[config.mk]
export PLATFORM = sky130hd
export DESIGN_NAME = mdio_arbiter
export DESIGN_NICKNAME = d
export VERILOG_FILES = /design/src/rtl/mdio_arbiter.sv
export SDC_FILE = /design/constraint.sdc
export NUM_CORES = 1
export LEC_CHECK = 0
export BUFFER_PORTS_ARGS = -buffer_cell sky130_fd_sc_hd__buf_4
export CAP_MARGIN = 25
export CORE_MARGIN = 10
export CORE_UTILIZATION = 40
export CTS_BUF_LIST = sky130_fd_sc_hd__clkbuf_8
export DETAILED_ROUTE_END_ITERATION = 16
export MAX_ROUTING_LAYER = met4
export PLACE_DENSITY = 0.79
export SYNTH_ARGS = -nofsm -noshare
export SYNTH_HDL_FRONTEND = slang
export SYNTH_SLANG_ARGS = --single-unit
[constraint.sdc]
create_clock -name clk -period 2.7 [get_ports clk]
set_input_delay 0.81 -clock clk [delete_from_list [all_inputs] [get_ports clk]]
set_output_delay 0.81 -clock clk [all_outputs]
set_load 0.03 [all_outputs]
[src/rtl/mdio_arbiter.sv]
// Round-robin arbiter/sequencer sharing one MDIO station-management master among NUM_REQ clients.
// Optional WAIT watchdog enabled by defining MDIO_TIMEOUT_EN.
module mdio_arbiter #(
  parameter int NUM_REQ        = 4,
  parameter int IDX_W          = $clog2(NUM_REQ),
  parameter int TIMEOUT_CYCLES = 1023
) (
  input  logic                  clk,
  input  logic                  rst,
  input  logic [NUM_REQ-1:0]    req_valid,
  output logic [NUM_REQ-1:0]    req_ready,
  input  logic [2*NUM_REQ-1:0]  req_op,
  input  logic [5*NUM_REQ-1:0]  req_phyaddr,
  input  logic [5*NUM_REQ-1:0]  req_regaddr,
  input  logic [16*NUM_REQ-1:0] req_wr_data,
  output logic [NUM_REQ-1:0]    rsp_valid,
  output logic                  rsp_err,
  output logic [15:0]           rsp_data,
  output logic                  m_start_stb,
  output logic [1:0]            m_st,
  output logic [1:0]            m_op,
  output logic [4:0]            m_phyaddr,
  output logic [4:0]            m_regaddr,
  output logic [15:0]           m_wr_data,
  input  logic                  m_done,
  input  logic [15:0]           m_rd_data
);

  typedef enum logic [1:0] {IDLE, ISSUE, WAIT, RESP} state_t;

  localparam logic [IDX_W:0]   NUM_REQ_W = (IDX_W+1)'(NUM_REQ);
  localparam logic [IDX_W-1:0] LAST_IDX  = IDX_W'(NUM_REQ-1);

  state_t           state, state_nxt;
  logic [IDX_W-1:0] rr_ptr, grant, sel_idx;
  logic [IDX_W:0]   cand;
  logic             sel_found;
  logic [1:0]       sel_op;
  logic             op_legal;
  logic [1:0]       op_q;
  logic [4:0]       phy_q, reg_q;
  logic [15:0]      wd_q, data_q;
  logic             err_q;
  logic             timed_out;

`ifdef MDIO_TIMEOUT_EN
  localparam int             TO_W    = $clog2(TIMEOUT_CYCLES+1);
  localparam logic [TO_W-1:0] TO_LAST = TO_W'(TIMEOUT_CYCLES-1);
  logic [TO_W-1:0] to_cnt;

  // Held at zero outside WAIT, so it restarts on every entry to WAIT.
  always_ff @(posedge clk) begin
    if (rst || state != WAIT) to_cnt <= '0;
    else                      to_cnt <= to_cnt + 1'b1;
  end

  assign timed_out = (state == WAIT) && (to_cnt == TO_LAST);
`else
  localparam int timeout_unused = TIMEOUT_CYCLES;
  assign timed_out = 1'b0;
`endif

  // Scan downward so the lowest offset from rr_ptr wins without an early exit.
  always_comb begin
    // NOTE: every always_comb output gets a default first so no latch is inferred.
    sel_found = 1'b0;
    sel_idx   = '0;
    cand      = '0;
    for (int k = NUM_REQ-1; k >= 0; k--) begin
      cand = {1'b0, rr_ptr} + (IDX_W+1)'(k);
      if (cand >= NUM_REQ_W) cand = cand - NUM_REQ_W;
      if (req_valid[cand[IDX_W-1:0]]) begin
        sel_found = 1'b1;
        sel_idx   = cand[IDX_W-1:0];
      end
    end
  end

  assign sel_op   = req_op[int'(sel_idx)*2 +: 2];
  assign op_legal = (sel_op == 2'b01) || (sel_op == 2'b10);

  always_ff @(posedge clk) begin
    // NOTE: sequential state uses non-blocking assignments to avoid simulation races.
    if (rst) state <= IDLE;
    else     state <= state_nxt;
  end

  always_comb begin
    state_nxt = state;
    unique case (state)
      IDLE:  if (sel_found) state_nxt = op_legal ? ISSUE : RESP;
      ISSUE: state_nxt = WAIT;
      WAIT:  if (m_done || timed_out) state_nxt = RESP;
      RESP:  state_nxt = IDLE;
      default: state_nxt = IDLE;
    endcase
  end

  always_ff @(posedge clk) begin
    if (rst) begin
      rr_ptr <= '0;
      grant  <= '0;
      op_q   <= '0;
      phy_q  <= '0;
      reg_q  <= '0;
      wd_q   <= '0;
      data_q <= '0;
      err_q  <= 1'b0;
    end else begin
      case (state)
        IDLE: if (sel_found) begin
          grant  <= sel_idx;
          rr_ptr <= (sel_idx == LAST_IDX) ? '0 : sel_idx + 1'b1;
          op_q   <= sel_op;
          phy_q  <= req_phyaddr[int'(sel_idx)*5 +: 5];
          reg_q  <= req_regaddr[int'(sel_idx)*5 +: 5];
          wd_q   <= req_wr_data[int'(sel_idx)*16 +: 16];
          err_q  <= !op_legal;
          data_q <= '0;
        end
        WAIT: if (m_done) begin
          data_q <= (op_q == 2'b10) ? m_rd_data : 16'h0000;
          err_q  <= 1'b0;
        end else if (timed_out) begin
          data_q <= '0;
          err_q  <= 1'b1;
        end
        default: ;
      endcase
    end
  end

  always_comb begin
    req_ready   = '0;
    rsp_valid   = '0;
    m_start_stb = (state == ISSUE);
    rsp_err     = (state == RESP) && err_q;
    rsp_data    = (state == RESP && !err_q) ? data_q : 16'h0000;
    // Gated by rst so a visible ready always means the request is taken.
    if (state == IDLE && sel_found && !rst) req_ready[sel_idx] = 1'b1;
    if (state == RESP)                      rsp_valid[grant]   = 1'b1;
  end

  assign m_st      = 2'b01;
  assign m_op      = op_q;
  assign m_phyaddr = phy_q;
  assign m_regaddr = reg_q;
  assign m_wr_data = wd_q;

endmodule

# [Word level (Yosys, flattened, before mapping)]
# Cells that the tools add are included.
[totals] reg_bits=51 in_bits=135 output_inout_bits=56 wordCells=97
[classes] add_sub_neg=8 mul=1 n_lt_le_gt_ge=12 n_eq_ne=9 shifts=4 muxes=39 n_reduce_logical=15
[op_table] cell="16-bit 2-to-1 mux" count=4
[op_table] cell="64-bit by 7-bit variable part select with 16-bit output" count=1
[op_table] cell="16-bit one-hot mux with 2 select lines" count=1
[op_table] cell="20-bit by 32-bit variable part select with 5-bit output" count=1
[op_table] cell="2-bit 2-to-1 mux" count=12
[op_table] cell="20-bit by 6-bit variable part select with 5-bit output" count=1
[op_table] cell="2-bit by 3-bit < comparator with 1-bit output (second input constant)" count=6
[op_table] cell="1-bit 2-to-1 mux" count=12
[op_table] cell="2-bit == test (second input constant)" count=5
[op_table] cell="3-bit >= comparator (second input constant)" count=3
[op_table] cell="1-bit binary-select mux with 2-bit select" count=4
[op_table] cell="4-bit 2-to-1 mux" count=2
[op_table] cell="2-bit one-hot mux with 4 select lines" count=1
[op_table] cell="8-bit by 4-bit variable part select with 2-bit output" count=1
[op_table] cell="2-bit by 1-bit subtractor with 2-bit output (second input constant)" count=4
[op_table] cell="2-bit by 2-bit adder with 3-bit output (second input constant)" count=2
[op_table] cell="1-bit logical AND" count=6
[op_table] cell="2-bit by 3-bit multiplier with 5-bit output (second input constant)" count=1
[op_table] cell="1-bit demux with 2-bit select" count=2
[op_table] cell="2-bit by 1-bit == test with 1-bit output (second input constant)" count=2
[op_table] cell="2-bit by 1-bit >= comparator with 1-bit output (second input constant)" count=2
[op_table] cell="2-bit != test (second input constant)" count=2
[op_table] cell="2-bit AND reduction" count=2
[op_table] cell="2-bit by 1-bit adder with 3-bit output (second input constant)" count=1
[op_table] cell="8 further kinds" count=10

# [Depth between registers and ports, before layout]
# Gate-level depths: netlist of run 1.
[depth] ltp_word=15 mapped_depth=10 depth_no_buf=8

# [Least setup slack after synthesis of run 1]
# Ideal clock, no wire load.
[synth_timing] path_type="input -> output" startpoint="in req_valid[2]" endpoint="out req_ready[3]" t_arrival_ps=2187 required_ps=1890 setup_slack_ps=-297 stages=8 path_buffers=2 path_cell_list="nor2b_2 > o21ai_2 > nand3_2 > inv_2 > buf_6 > clkbuf_1 > ha_1 > and2_1"
[synth_between] elab_chain_len=11 elab_cells_between_ends=24 cone_classes="2 x order compare; 19 x mux; 3 x reduce/logical"
[synth_rtl] element="start: declaration" line_no="10" source="input logic [NUM_REQ-1:0] req_valid,"
[synth_rtl] element="1-bit binary-select mux with 2-bit select" line_no="72" source="if (req_valid[cand[IDX_W-1:0]]) begin"
[synth_rtl] element="1-bit 2-to-1 mux (not written as such)" line_no="72"
[synth_rtl] element="2-bit 2-to-1 mux (3 in series)" line_no="72"
[synth_rtl] element="2-bit 2-to-1 mux *" line_no="72"
[synth_rtl] element="named net sel_idx[0]" line_no="35" source="logic [IDX_W-1:0] rr_ptr, grant, sel_idx;"
[synth_rtl] element="2-bit by 3-bit < comparator with 1-bit output (not written as such) / 2-bit by 1-bit >= comparator with 1-bit output (equally long branches)" line_no="140" source="if (state == IDLE && sel_found && !rst) req_ready[sel_idx] = 1'b1;"
[synth_rtl] element="1-bit logical AND (not written as such)" line_no="140"
[synth_rtl] element="1-bit 2-to-1 mux (not written as such)" line_no="140"
[synth_rtl] element="1-bit demux with 2-bit select *" line_no="140"
[synth_rtl] element="4-bit 2-to-1 mux *" line_no="140"
[synth_rtl] element="end: declaration" line_no="11" source="output logic [NUM_REQ-1:0] req_ready,"
# The timed path passes the listed nets; every way through them passes the cells marked *. The select of a mux whose other input is x is not followed.

# [Final worst setup path of run 1]
[layout_timing] startpoint="in req_valid[2]" endpoint="out req_ready[2]"
[layout_between] elab_chain_len=11 elab_cells_between_ends=24 cone_classes="2 x order compare; 19 x mux; 3 x reduce/logical"
[layout_rtl] element="1-bit binary-select mux with 2-bit select" line_no="72"
[layout_rtl] element="1-bit 2-to-1 mux (not written as such)" line_no="72"
[layout_rtl] element="2-bit 2-to-1 mux (4 in series)" line_no="72"
[layout_rtl] element="2-bit by 3-bit < comparator with 1-bit output (not written as such) / 2-bit by 1-bit >= comparator with 1-bit output (equally long branches)" line_no="140"
[layout_rtl] element="1-bit logical AND (not written as such)" line_no="140"
[layout_rtl] element="1-bit 2-to-1 mux (not written as such)" line_no="140"
[layout_rtl] element="1-bit demux with 2-bit select" line_no="140"
[layout_rtl] element="4-bit 2-to-1 mux *" line_no="140"
# Mark *: on every way between the ends. The rest lies on a longest branch, timed or not. The select of a mux whose other input is x is not followed.

==> results of run 1 <==
state kept, by name (all words and copies together), names as in the netlist:
name	count
data_q	16
err_q	1
grant	2
m_op	2
m_phyaddr	5
m_regaddr	5
m_wr_data	16
rr_ptr	2
state	2
worst max-delay path, cell delays in order:
cell and delay [ns]:
sky130_fd_sc_hd__buf_8 0.10, sky130_fd_sc_hd__nor2b_4 0.13, sky130_fd_sc_hd__o32ai_4 0.32, sky130_fd_sc_hd__inv_2 0.11, sky130_fd_sc_hd__ha_2 0.18, sky130_fd_sc_hd__and2_4 0.13, sky130_fd_sc_hd__buf_6 0.13
Yosys cell counts:
cell type	number
sky130_fd_sc_hd__o22ai_1	8
sky130_fd_sc_hd__o2111ai_1	1
sky130_fd_sc_hd__and2_1	21
sky130_fd_sc_hd__a21oi_2	1
sky130_fd_sc_hd__a21oi_1	64
sky130_fd_sc_hd__nand2_1	130
sky130_fd_sc_hd__a211oi_1	2
sky130_fd_sc_hd__inv_1	3
sky130_fd_sc_hd__nor3b_1	1
sky130_fd_sc_hd__buf_2	8
sky130_fd_sc_hd__inv_2	2
sky130_fd_sc_hd__mux2i_1	8
sky130_fd_sc_hd__nor2_4	1
sky130_fd_sc_hd__dfxtp_1	51
sky130_fd_sc_hd__buf_4	5
sky130_fd_sc_hd__o32ai_2	1
sky130_fd_sc_hd__clkbuf_1	15
sky130_fd_sc_hd__nand2b_1	3
sky130_fd_sc_hd__nand3b_1	1
sky130_fd_sc_hd__a311oi_1	1
sky130_fd_sc_hd__o21ai_1	18
sky130_fd_sc_hd__ha_1	9
sky130_fd_sc_hd__and3_1	2
sky130_fd_sc_hd__o21ai_0	1
sky130_fd_sc_hd__a22oi_1	22
sky130_fd_sc_hd__nand3_2	1
sky130_fd_sc_hd__buf_1	1
sky130_fd_sc_hd__conb_1	2
sky130_fd_sc_hd__xor2_1	1
sky130_fd_sc_hd__and3b_1	1
sky130_fd_sc_hd__o21a_1	2
sky130_fd_sc_hd__nor2b_2	1
sky130_fd_sc_hd__nor2b_1	4
sky130_fd_sc_hd__or2_2	1
sky130_fd_sc_hd__nor2_1	25
sky130_fd_sc_hd__nor3_2	1
sky130_fd_sc_hd__a22o_1	2
sky130_fd_sc_hd__a32oi_1	1
sky130_fd_sc_hd__buf_6	4
sky130_fd_sc_hd__a21o_1	1
sky130_fd_sc_hd__o41ai_1	1
sky130_fd_sc_hd__o21ai_2	2
through the flow:
stage               setup slack (ns)  setup TNS (ns)  power (µW)
detailed placement           -0.1362         -0.6875        3562
finish                      -0.02468        -0.04771        4262
floorplan                   -0.07917         -0.2353        2784
CTS                         -0.03282        -0.07798        4302
global route                -0.06399         -0.1846        4581
global placement             -0.1107         -0.3899        3501
power by group through the flow:
stage          logic (µW)  registers (µW)  clock network (µW)
6_report             2550            1090                 626
5_1_grt              2800            1120                 667
4_1_cts              2570            1090                 644
3_5_place_dp         2460            1100                   0
3_3_place_gp         2410            1090                   0
2_1_floorplan        1400            1380                   0
cell families (layout without fill, tap and decap cells):
logic type | count (synthesis) | after routing | share of synthesized area [%]
AND/OR/NAND/NOR | 193 | 193 | 27.67
buffers and inverters | 38 | 227 | 6.639
adder cells (fa/ha/maj) | 9 | 9 | 3.711
flip-flops | 51 | 51 | 33.65
AO/OA/AOI/OAI | 128 | 128 | 25.16
other | 2 | 2 | 0.2475
multiplexers | 8 | 8 | 2.639
XOR/XNOR | 1 | 1 | 0.2887
timing repair:
action | 4_1_cts | 5_1_grt
setup endpoints to repair | 4 | 4
pin swaps | 5 | 2
gates resized for setup | 22 | 2
setup buffers | 5 | 0
hold buffers | 0 | 0
layer usage:
layer / vias up / track usage [%] / share of wire, %
met2: 133 / 33.29 / 51
met4: 0 / 4.545 / 1.4
li1: 1817 / - / -
met5: - / - / 0
met1: 1683 / 21.31 / 41
met3: 17 / 5.329 / 6.9
worst paths after layout:
path | slack, ns | startpoint | end | depth (start not counted)
setup / recovery | -0.02 | req_valid[2] | req_ready[2] | 7
hold reg to reg | 0.45 | data_q[15] | data_q[15] | 2
setup reg to reg | 0.42 | rr_ptr[1] | state[1] | 10
hold / removal | 0.45 | data_q[15] | data_q[15] | 2
layout make-up:
type | instances | area (µm²)
repair buffers | 214 | 1648
flip-flops and latches | 51 | 1021
multi-input cells | 341 | 1939
fillers | 627 | 2445
well taps | 99 | 123.9
inverters | 5 | 21.27
clock buffers | 5 | 68.82
clock inverters | 3 | 63.81
==> results by stage, run 1 <==
Run status:
- The run finished, with violations left.
- The final reports fail on negative setup slack.

Timing:
- Setup repair after global routing could not meet its margin everywhere.
- The final count of pins violating max slew is 0.
- Clock skew on the completed layout was measured at 0.004853 ns.
- The final critical delay including setup and external delays is 2.725 ns.
- The hold violation total from the final report was 0.
- The worst slew margin relative to its limit is 52.99%.
- The peak clock frequency supported by timing is 0.3670 GHz.
- After layout, the worst setup slack is -0.02468 ns.
- At the pin with the least slew margin, the transition time is 0.7051 ns.
- Setup violations remaining at the end of the flow were counted as 4.
- The part of the cycle the worst path needs is 100.9%.
- Hold timing on the final database bottoms out at a slack of 0.4539 ns.

Pwr:
- The share of power burned in registers is 25.5%.
- VDD sags by at most 0.0004490 V.
- The internal power is 2339 µW.
- The proportion of power drawn by the clock network is 14.7%.
- Net switching is 45.12% of the power.
- For this design the static power due to leakage is 0.002356 µW.
- The analysis attributes to net switching a power of 1923 µW.
- Per report_power, the combinational group accounts for 59.8% of the total.
- The power density relative to cell area is 872.3 nW/µm².

Die:
- The horizontal die dimension is 107.1 µm.
- The starting utilization of the core area is 41.39%.
- The number of placement rows is 31.
- The floorplan step defined a core boundary enclosing 7331 µm².
- The total die area is 11470 µm².
- The count of pins on the block boundary is 191.
- The die is 107.1 µm tall.

Clock tree:
- The H-tree generated during clock tree synthesis spans 2 levels.
- The library cell used as clock root buffer is sky130_fd_sc_hd__clkbuf_8.
- The later-pin clock latency in the skew report is 0.31 ns.
- The maximum clock insertion buffer count is 2.
- The number of buffers created by CTS is 5.
- The clock tree from TritonCTS is built.
- For this design, the sink count on the clock tree is 51.
- The register clock-pin slew on the reported worst setup and hold paths is 0.09 ns.

Finish:
- The library cell used most frequently in the layout, excluding fill and tap cells, is sky130_fd_sc_hd__buf_4.
- The final non-filler cell total is 718.
- From synthesis to final layout, the design area changed by 61.03%.
- The top cell types in the final layout, fill and taps aside, are sky130_fd_sc_hd__buf_4 (204), sky130_fd_sc_hd__nand2_1 (130), sky130_fd_sc_hd__a21oi_1 (62).
- For this run, the post-layout net count is 762.
- The final core utilization is 66.65%.
- The final non-filler cell area is 4886 µm².
- In the final layout, the share of cells above drive strength 1 is 39.74%.
- The number of antenna diodes is 0.

GRT:
- The aggregate global-route resource usage is 19.20%.
- The first global-routing pass estimated 17750 µm of wire.
- The number of antenna violations at the first check in global routing was 0.
- The largest net degree at the start of global routing is 53.
- The number of global-route vias before repair is 3650.
- The leftover overflow at the end of global routing is 0.

Synth:
- The netlist area before placement is 3034 µm².
- The total nets after synthesis is 574.
- sky130_fd_sc_hd__dfxtp_1 takes more of the synthesized area than any other cell.
- Yosys printed 0 warnings.
- The area share of the largest cell type after synthesis is 33.65%.
- The per-instance average area after synthesis is 7.056 µm².
- Ranked by total cell area, the synthesized netlist is headed by sky130_fd_sc_hd__dfxtp_1 (34%), sky130_fd_sc_hd__nand2_1 (16%), sky130_fd_sc_hd__a21oi_1 (11%).
- The number of storage elements in the synthesis netlist is 51.
- The share of the Yosys chip area taken by registers is 33.65%.
- The netlist uses 42 different library cells.
- The cell count after synthesis is 430.

Detailed routing:
- Once detail routing completed, the nets flagged for antenna violations numbered 0.
- The violation count after the first detailed-routing iteration is 131.
- The pre-antenna-repair detailed-routing pass consisted of 4 iterations.
- After detailed routing, the average wire length per cell comes to 15.87 µm.
- For this run, design rule violations remaining after detail routing come to 0.
- The routed layout has 3650 vias.
- For this block, the routed nets add up to 11390 µm of wire.
- In the routed layout, each cell is associated on average with a via count of 5.084.

Critical path:
- The category of the worst setup path launch point is an input port.
- The setup path with the least slack is of type input port to primary output.
- STA puts the critical path data arrival time at 1.91 ns.
- STA puts the critical path data required time at 1.89 ns.
- The endpoint type of the worst setup path is a primary output.
- The biggest fanout along the worst timing path is 3.

Job:
- The count of max-cap constraint violations is 0.

Worst hold path:
- The tightest min-delay check is of the flip-flop to flip-flop type.

Placed design:
- The number of port buffers is 188.
- The instance count after placement with tap cells included is 705.
- Once detailed placement completed, the half-perimeter wirelength came to 8819 µm.
- The routability congestion estimate from global placement is 0.8181.
- In this run the cell area measured after placement is 4616 µm².
Note: power is estimated with default switching activity, not from simulation.
==> run 2, diff against run 1 <==
--- a/config.mk
+++ b/config.mk
@@ -13,6 +13,7 @@
 export DETAILED_ROUTE_END_ITERATION = 16
 export MAX_ROUTING_LAYER = met4
 export PLACE_DENSITY = 0.79
+export RECOVER_POWER = 25
 export SYNTH_ARGS = -nofsm -noshare
 export SYNTH_HDL_FRONTEND = slang
 export SYNTH_SLANG_ARGS = --single-unit
==> results by stage, run 2 (synthesis results as in run 1) <==
Run status:
- The run finished, with violations left.
- The checks that failed: negative setup slack.

Worst hold path:
- The type of the tightest min-delay check is flip-flop to flip-flop.
- The instance count along the most critical hold path is 2.
- The startpoint identified for the worst hold timing path is data_q[15].
- For hold timing, the worst endpoint is data_q[15].

Critical path:
- The worst path buffer plus inverter count is 3.
- The critical path's largest stage delay is 0.32 ns.
- The capture point of the worst reg-to-reg path is state[1].
- The startpoint-to-endpoint class of the critical path is input port to primary output.
- The dominant delay contributor by cell family on the critical path is buffers and inverters.
- The worst setup path is captured at a primary output.
- The number of gates on the worst path with buffers counted is 7.
- For the worst setup path, the data required time is 1.89 ns.
- The critical path goes through buf_8 > nor2b_4 > o32ai_4 > inv_2 > ha_2 > and2_4 > buf_6.
- Of all nets on the critical path, the largest fanout is 3.
- The category of the worst setup path launch point is an input port.
- The beginning of the critical path is req_valid[2].
- In this run the critical register-to-register path is launched from rr_ptr[1].
- The arrival time of data at the critical path endpoint is 1.91 ns.
- In this run the register-to-register setup slack is 0.42 ns.
- Counting cells, the worst reg-to-reg path comes to 10.
- The slowest cell on the critical path is sky130_fd_sc_hd__o32ai_4.

Timing:
- The worst hold slack is 0.4539 ns.
- The peak clock frequency supported by timing is 0.3670 GHz.
- The hold violation total from the final report is 0.
- Across all setup checks in the final design, the least slack found is -0.02499 ns.
- The pin slew with the least headroom to its limit is 0.7055 ns.
- Summed over all failing endpoints, the final setup total negative slack is -0.04916 ns.
- The final count of pins violating max slew came to 0.
- Setup repair after global routing could not meet its margin everywhere.
- Setup violations remaining at the end of the flow were counted as 4.
- The clock arrives with 0.005353 ns of skew.
- The smallest clock period supported by the final layout is computed as 2.725 ns.
- The worst path uses 100.9% of the clock period.
- The worst slew margin relative to its limit is 52.96%.

Clock tree:
- Clock-pin slew was measured on the worst setup and hold paths at 0.09 ns.
- The tree is rooted in a sky130_fd_sc_hd__clkbuf_8.
- TritonCTS built the clock tree.
- The clock net in this run drives a total of 51 sinks.
- Clock tree synthesis inserted a total of 5 buffers.
- No sink is reached through more buffers than the 2 on the longest clock path.
- The number of H-tree levels is 2.
- For the worst-skew pair, the clock arrives at the later sink with an insertion delay of 0.31 ns.

Detailed routing:
- Once detail routing completed, the nets flagged for antenna violations numbered 0.
- The number of detailed-route iterations in the first pass is 4.
- The routed layout has 3633 vias.
- The number of DRC violations after detailed routing is 0.
- Using the TritonRoute via totals, the vias-per-cell ratio works out to 5.060.
- The average wire per cell in the routed design is 15.87 µm.
- Wires add up to 11390 µm.
- The first routing iteration left 147 violations.

GRT:
- The number of antenna violations at the first check in global routing is 0.
- The global-route wire length before repair is 17750 µm.
- The number of global-route vias before repair is 3650.
- The aggregate global-route resource usage is 19.20%.
- The largest net degree at the start of global routing is 53.
- The leftover overflow at the end of global routing is 0.

Pwr:
- The worst-case IR drop observed on VDD is 0.0004455 V.
- The total leakage power is 0.002253 µW.
- Power spread over the standard cell area amounts to 866.0 nW/µm².

Finish:
- The layout has 652 filler cells.
- The post-synthesis to final-layout area growth is 57.94%.
- The most common cell after layout, fill and taps aside is sky130_fd_sc_hd__buf_4.
- The final non-filler cell area is 4792 µm².
- Leaving out fill and tap cells, the most frequent cells in the layout are sky130_fd_sc_hd__buf_4 (179), sky130_fd_sc_hd__nand2_1 (130), sky130_fd_sc_hd__a21oi_1 (62).
- The net total in the final layout is 762.
- The share of layout cells above drive strength 1 is 35.70%.
- The repair_antennas step left the layout with diodes totalling 0.
- The sequential cells in the finished layout cover a total of 1021 µm².
- The multi-input logic area is 1939 µm².

Placed design:
- OpenSTA, run right after detailed placement, puts the worst setup slack at -0.1362 ns.
- The count of buffers added on input and output ports is 188.
- The placed instances occupy a cell area of 4616 µm².
- The HPWL reported at the end of detailed placement is 8819 µm.
- The routability congestion estimate from global placement is 0.8181.

Die:
- The count of pins on the block boundary is 191.
- The die covers 11470 µm².
- The floorplan has 31 rows.
- The starting utilization of the core area is 41.39%.
- The floorplan step defined a core boundary enclosing 7331 µm².
- The die outline height is 107.1 µm.
- The die is 107.1 µm wide.

Job:
- The count of max-cap constraint violations is 0.
## run 2: power breakdown
part / total, µW / switching [µW] / internal [µW] / leakage (µW)
logic: 2440 / 1530 / 906 / 0.00177
clock network: 627 / 260 / 367 / 0.0000695
registers: 1080 / 129 / 955 / 0.000417
## run 2: worst reg2reg max path, cell delays in order, from the launching register on
cell,delay [ns]
sky130_fd_sc_hd__dfxtp_1,0.41
sky130_fd_sc_hd__buf_4,0.18
sky130_fd_sc_hd__a21o_1,0.13
sky130_fd_sc_hd__nand3_4,0.12
sky130_fd_sc_hd__inv_4,0.12
sky130_fd_sc_hd__buf_4,0.11
sky130_fd_sc_hd__buf_4,0.29
sky130_fd_sc_hd__a21oi_1,0.12
sky130_fd_sc_hd__a22o_1,0.26
sky130_fd_sc_hd__xor2_1,0.18
sky130_fd_sc_hd__a311oi_1,0.27
## run 2: metal layers
layer	vias to the layer above	share of wire (%)	GRT usage (%)
met3	15	7.0	5.329
met5	-	0	-
met1	1667	41	21.31
met4	0	1.2	4.545
met2	133	51	33.29
li1	1818	-	-
## run 2: through the flow
stage | total power, µW | utilization, % | cells
floorplan | 2784 | - | 430
global placement | 3501 | 62.96 | 705
detailed placement | 3562 | 62.96 | 705
CTS | 4302 | 66.55 | 718
global route | 4464 | 65.37 | 718
finish | 4150 | 65.37 | 718
## run 2: final cells by class
cell class | count | area share [%]
Clock buffer | 5 | 1.436
Tap cell | 99 | 2.585
Inverter | 5 | 0.4439
Timing Repair Buffer | 214 | 32.43
Sequential cell | 51 | 21.31
Clock inverter | 3 | 1.332
Multi-Input combinational cell | 341 | 40.47
## run 2: how the worst max path moves through the flow
stage,end
final,req_ready[2]
after detailed placement,req_ready[0]
after CTS,req_ready[2]
after floorplan,req_ready[0]
after global placement,req_ready[0]
after global routing,req_ready[2]
## run 2: repair_timing
action | 4_1_cts | 5_1_grt
pin swaps | 5 | 2
setup endpoints to repair | 4 | 4
gates resized for setup | 22 | 2
hold buffers | 0 | 0
hold endpoints to repair | 0 | 0
setup buffers | 5 | 0
